[src/rtl/sobel_frame_ctrl.sv]
// Frame sequencer for the 3x3 Sobel line-buffer datapath: primes the window,
// paces shift/emit pairs, flushes the tail with zeros and masks border outputs.
module sobel_frame_ctrl #(
    parameter int IMG_WIDTH  = 720,
    parameter int IMG_HEIGHT = 540,
    parameter int DWIDTH     = 8
) (
    input  logic              clock,
    input  logic              reset,
    output logic              in_rd_en,
    input  logic [DWIDTH-1:0] in_dout,
    input  logic              in_empty,
    output logic              win_shift,
    output logic [DWIDTH-1:0] win_din,
    input  logic [DWIDTH-1:0] grad,
    output logic              out_wr_en,
    output logic [DWIDTH-1:0] out_din,
    input  logic              out_full,
    output logic              busy,
    output logic              frame_done
);
    localparam int NPIX = IMG_WIDTH * IMG_HEIGHT;
    localparam int ICW  = $clog2(NPIX + 1);
    localparam int FCW  = $clog2(IMG_WIDTH + 2);
    localparam int XW   = $clog2(IMG_WIDTH);
    localparam int YW   = $clog2(IMG_HEIGHT + 1);

    localparam logic [ICW-1:0] PRIME_LAST = ICW'(IMG_WIDTH);
    localparam logic [ICW-1:0] IN_LAST    = ICW'(NPIX);
    localparam logic [FCW-1:0] FL_LAST    = FCW'(IMG_WIDTH + 1);
    localparam logic [XW-1:0]  X_LAST     = XW'(IMG_WIDTH - 1);
    localparam logic [YW-1:0]  Y_LAST     = YW'(IMG_HEIGHT - 1);

    typedef enum logic [2:0] {
        S_IDLE, S_PRIME, S_RUN, S_EMIT, S_FLUSH, S_FLUSH_EMIT, S_DONE
    } state_t;

    state_t         state;
    logic [ICW-1:0] in_cnt;
    logic [FCW-1:0] fl_cnt;
    logic [XW-1:0]  out_x;
    logic [YW-1:0]  out_y;
    logic           border;

    always_comb begin
        in_rd_en  = 1'b0;
        win_shift = 1'b0;
        out_wr_en = 1'b0;
        win_din   = '0;
        if (!reset) begin
            case (state)
                S_IDLE, S_PRIME, S_RUN: begin
                    in_rd_en  = !in_empty;
                    win_shift = !in_empty;
                    win_din   = in_dout;
                end
                S_FLUSH:               win_shift = 1'b1;
                S_EMIT, S_FLUSH_EMIT:  out_wr_en = !out_full;
                default:               ;
            endcase
        end
        // Wrapped/stale window contents only ever land on these positions.
        border  = (out_x == '0) || (out_x == X_LAST) || (out_y == '0) || (out_y == Y_LAST);
        out_din = (reset || border) ? '0 : grad;
    end

    always_ff @(posedge clock or posedge reset) begin
        if (reset) begin
            state      <= S_IDLE;
            in_cnt     <= '0;
            fl_cnt     <= '0;
            out_x      <= '0;
            out_y      <= '0;
            busy       <= 1'b0;
            frame_done <= 1'b0;
        end else begin
            frame_done <= 1'b0;
            case (state)
                S_IDLE: if (!in_empty) begin
                    in_cnt <= ICW'(1);
                    busy   <= 1'b1;
                    state  <= S_PRIME;
                end
                S_PRIME: if (!in_empty) begin
                    in_cnt <= in_cnt + 1'b1;
                    if (in_cnt == PRIME_LAST) state <= S_RUN;
                end
                S_RUN: if (!in_empty) begin
                    in_cnt <= in_cnt + 1'b1;
                    state  <= S_EMIT;
                end
                S_EMIT: if (!out_full) state <= (in_cnt < IN_LAST) ? S_RUN : S_FLUSH;
                S_FLUSH: begin
                    fl_cnt <= fl_cnt + 1'b1;
                    state  <= S_FLUSH_EMIT;
                end
                S_FLUSH_EMIT: if (!out_full) begin
                    if (fl_cnt < FL_LAST) begin
                        state <= S_FLUSH;
                    end else begin
                        state      <= S_DONE;
                        frame_done <= 1'b1;
                    end
                end
                S_DONE: begin
                    in_cnt <= '0;
                    fl_cnt <= '0;
                    out_x  <= '0;
                    out_y  <= '0;
                    busy   <= 1'b0;
                    state  <= S_IDLE;
                end
                default: state <= S_IDLE;
            endcase
            // Output position follows every write, in both emit phases.
            if (out_wr_en) begin
                if (out_x == X_LAST) begin
                    out_x <= '0;
                    out_y <= out_y + 1'b1;
                end else begin
                    out_x <= out_x + 1'b1;
                end
            end
        end
    end
endmodule

[config.mk]
export PLATFORM = sky130hd
export DESIGN_NAME = sobel_frame_ctrl
export DESIGN_NICKNAME = d
export VERILOG_FILES = /design/src/rtl/sobel_frame_ctrl.sv
export SDC_FILE = /design/constraint.sdc
export NUM_CORES = 1
export LEC_CHECK = 0
export ABC_AREA = 0
export CORE_MARGIN = 4
export CORE_UTILIZATION = 25
export CTS_CLUSTER_SIZE = 30
export DETAILED_ROUTE_END_ITERATION = 6
export PLACE_DENSITY_LB_ADDON = 0.3
export SYNTH_ARGS = -nofsm -noshare
export SYNTH_HDL_FRONTEND = slang
export SYNTH_SLANG_ARGS = --single-unit
[constraint.sdc]
create_clock -name clock -period 3.1 [get_ports clock]
set_input_delay 0.465 -clock clock [delete_from_list [all_inputs] [get_ports clock]]
set_output_delay 0.465 -clock clock [all_outputs]
set_load 0.1 [all_outputs]
==> flow_metrics.py <==
metrics = {
    "run_status": {
        "outcome": "complete, no violations",
    },
    "clock_tree": {
        "tritoncts.num_buffers": 5,
        "cts-htree-levels": 2,
        "clk-insertion-delay-late_ns": 0.30,
        "cts_hold_buffers": 0,
        "cts_buffer_depth": 2,
        "root_buffer": "clkbuf_16",
        "clock-sinks": 54,
        "path_clk_slew_ns": 0.08,
        "cts_tree": "built",
    },
    "timing": {
        "max_slew_margin_pct": 53.0,
        "slew_viol_final": 0,
        "skew_ns": 0.00961,
        "rsz0062_at_grt": "false",
        "tns_ns": 0,
        "max_freq_ghz": 0.348,
        "timing.final.crit_period_ns": 2.87,
        "finalCritPeriodShare_pct": 92.7,
        "hold_viol": 0,
        "worst-slew-pin-transition_ns": 0.706,
        "finalSetupViolCount": 0,
    },
    "placed_design": {
        "hpwlAfterDp_mm": 6.17,
        "numPortBuffers": 40,
        "gp_congestion": 0.776,
    },
    "drt": {
        "routed_wl_mm": 8.61,
        "num_vias": 3181,
        "ant_nets": 0,
        "drt_iter0_drc": 272,
        "wl_per_cell_um": 14.0,
        "vias_per_cell": 5.18,
        "firstDrtPassIters": 4,
        "drc": 0,
    },
    "job": {
        "maxCapViolations": 0,
    },
    "synthesis": {
        "synth-main-ff-cell": "dfrtp_1",
        "synth_top_area_cell": "dfrtp_1",
        "synth_most_common_cell": "dfrtp_1",
        "synthTopCellsByCount": "54 x dfrtp_1, 41 x nand2_1, 30 x o21ai_0, 24 x a21oi_1, 19 x inv_1",
        "syn_inst": 404,
        "syn_area_um2": 3420,
        "synth_edf_count": 0,
        "yosysUniqueCellTypes": 53,
        "ys_seq_area_share_pct": 39.5,
        "synth_seq_cells": 54,
        "synth_nets": 432,
        "async_flop_share_pct": 100,
        "avgSynthCellArea_um2": 8.46,
        "yosysTopAreaCellShare_pct": 39.5,
        "yosys-top-cells-area": "dfrtp_1 40%, nand2_1 4.5%, o21ai_0 4.4%",
        "yosys_warnings": 0,
    },
    "worst_setup_path": {
        "crit_family": "simple AND/OR/NAND/NOR gates",
        "worstPathMaxFanout": 8,
        "critPathRequiredTime_ns": 2.63,
        "critical_path.cell_chain": "inv_1 -> ha_1 -> or4b_2 -> a211oi_1 -> nor3_2 -> and2_1 -> buf_12",
        "reg2reg_to": "in_cnt[16]",
        "crit_type": "reg2out",
        "max_stage_delay_ns": 0.58,
        "start_kind": "flop",
        "regToRegSetupSlack_ns": 0.61,
        "crit_slowest_cell": "or4b_2",
        "end_kind": "output pin",
        "crit_buf_inv": 2,
        "path_depth": 7,
        "cp-startpoint": "out_y[0]",
        "crit_end": "out_din[1]",
        "r2r-start": "state[1]",
        "reg2regPathDepth": 4,
        "arrival_ns": 2.41,
    },
    "floorplan": {
        "dieArea_um2": 15600,
        "core_um2": 13300,
        "start_util_pct": 25.7,
        "die_h_um": 125,
        "rows": 42,
        "die_w_um": 125,
        "ios": 41,
    },
    "cells_and_area": {
        "drive_above_1_share_pct": 10.3,
        "layout.nets": 465,
        "antenna_cells": 0,
        "area_growth_pct": 27.4,
    },
    "grt": {
        "grt_max_degree": 55,
        "grt_pass1_wl_mm": 15.0,
        "grt_util_all_layers_pct": 11.2,
        "grt-ovfl-total": 0,
        "antenna_found_initial": 0,
        "grt_pass1_vias": 2986,
    },
    "power_and_ir_drop": {
        "irDropWorstVdd_uv": 222,
        "leakagePower_uw": 0.00174,
        "p_total_uw": 2770,
        "power.density_nw_per_um2": 636,
    },
    "worst_hold_path": {
        "hold_path_depth": 1,
        "hold_class": "reg2reg",
    },
}
==> repair_timing <==
item	in CTS	in global routing
setup endpoints to repair	0	8
setup buffers	0	0
gates resized for setup	0	1
==> metal layers <==
| layer | vias to the layer above | GRT usage, % | wire (um) |
|---|---|---|---|
| met3 | 7 | 2.69 | 373 |
| met4 | 0 | 2.23 | 76 |
| met5 | - | 0 | 0 |
| li1 | 1558 | - | - |
| met1 | 1538 | 15.9 | 4170 |
| met2 | 78 | 17.4 | 4000 |
==> kinds of logic after synthesis <==
kind of cell,share of synthesized area [%]
AND/OR/NAND/NOR,29.4
adder cells (fa/ha/maj),2.93
XOR/XNOR,1.28
flip-flops,39.5
buffers and inverters,4.54
AO/OA/AOI/OAI,19.6
multiplexers,2.71
==> area by class of cell <==
type / count / area, um2
inverters: 19 / 75.1
repair buffers: 47 / 638
fillers: 1363 / 8940
clock inverters: 3 / 25.0
flip-flops and latches: 54 / 1350
multi-input cells: 310 / 1920
well taps: 176 / 220
clock buffers: 5 / 125
==> layout by cell type, fill, tap and decap left out, drive strengths merged, types with 5 or more instances in the layout <==
master / n
a21oi: 24
a31oi: 7
and2: 18
and3: 14
buf: 28
clkbuf: 5
clkdlybuf4s50: 19
dfrtp: 54
ha: 8
inv: 19
mux2i: 7
nand2: 41
nand2b: 10
nand3: 16
nand4: 10
nor2: 16
nor2b: 5
nor3: 12
nor4: 7
o21a: 5
o21ai: 30
o31ai: 11
or3: 9
or4: 12
==> worst min path at each step <==
stage	startpoint	end	slack, ns
after floorplan	out_y[7]	out_y[7]	0.46
after global placement	out_y[7]	out_y[7]	0.50
after detailed placement	out_y[7]	out_y[7]	0.51
after CTS	out_y[7]	out_y[7]	0.52
after global routing	out_y[7]	out_y[7]	0.53
final	out_y[7]	out_y[7]	0.52
==> where the power goes <==
group / internal, uW / leakage (uW) / total (uW) / switching, uW
Clock: 305 / 0.0000704 / 580 / 276
Combinational: 479 / 0.000950 / 1250 / 774
Sequential: 795 / 0.000719 / 936 / 140
Total: 1580 / 0.00174 / 2770 / 1190
==> metrics by stage <==
stage / setup WS (ns) / instances / cell area [um2] / util (%) / hold slack, ns
2_1_floorplan: 0.280 / 404 / 3420 / - / 0.458
3_3_place_gp: 0.458 / 606 / 4200 / 31.6 / 0.496
3_5_place_dp: 0.345 / 606 / 4200 / 31.6 / 0.508
4_1_cts: 0.127 / 614 / 4350 / 32.7 / 0.517
5_1_grt: 0.0847 / 614 / 4350 / 32.7 / 0.532
6_report: 0.227 / 614 / 4350 / 32.7 / 0.517
==> flip-flops by register name, indices dropped and copies added, names as in the netlist <==
name and flops:
busy 1, out_x 10, in_cnt 19, frame_done 1, out_y 10, fl_cnt 10
state 3
No activity file was read; power rests on OpenSTA's default activity.
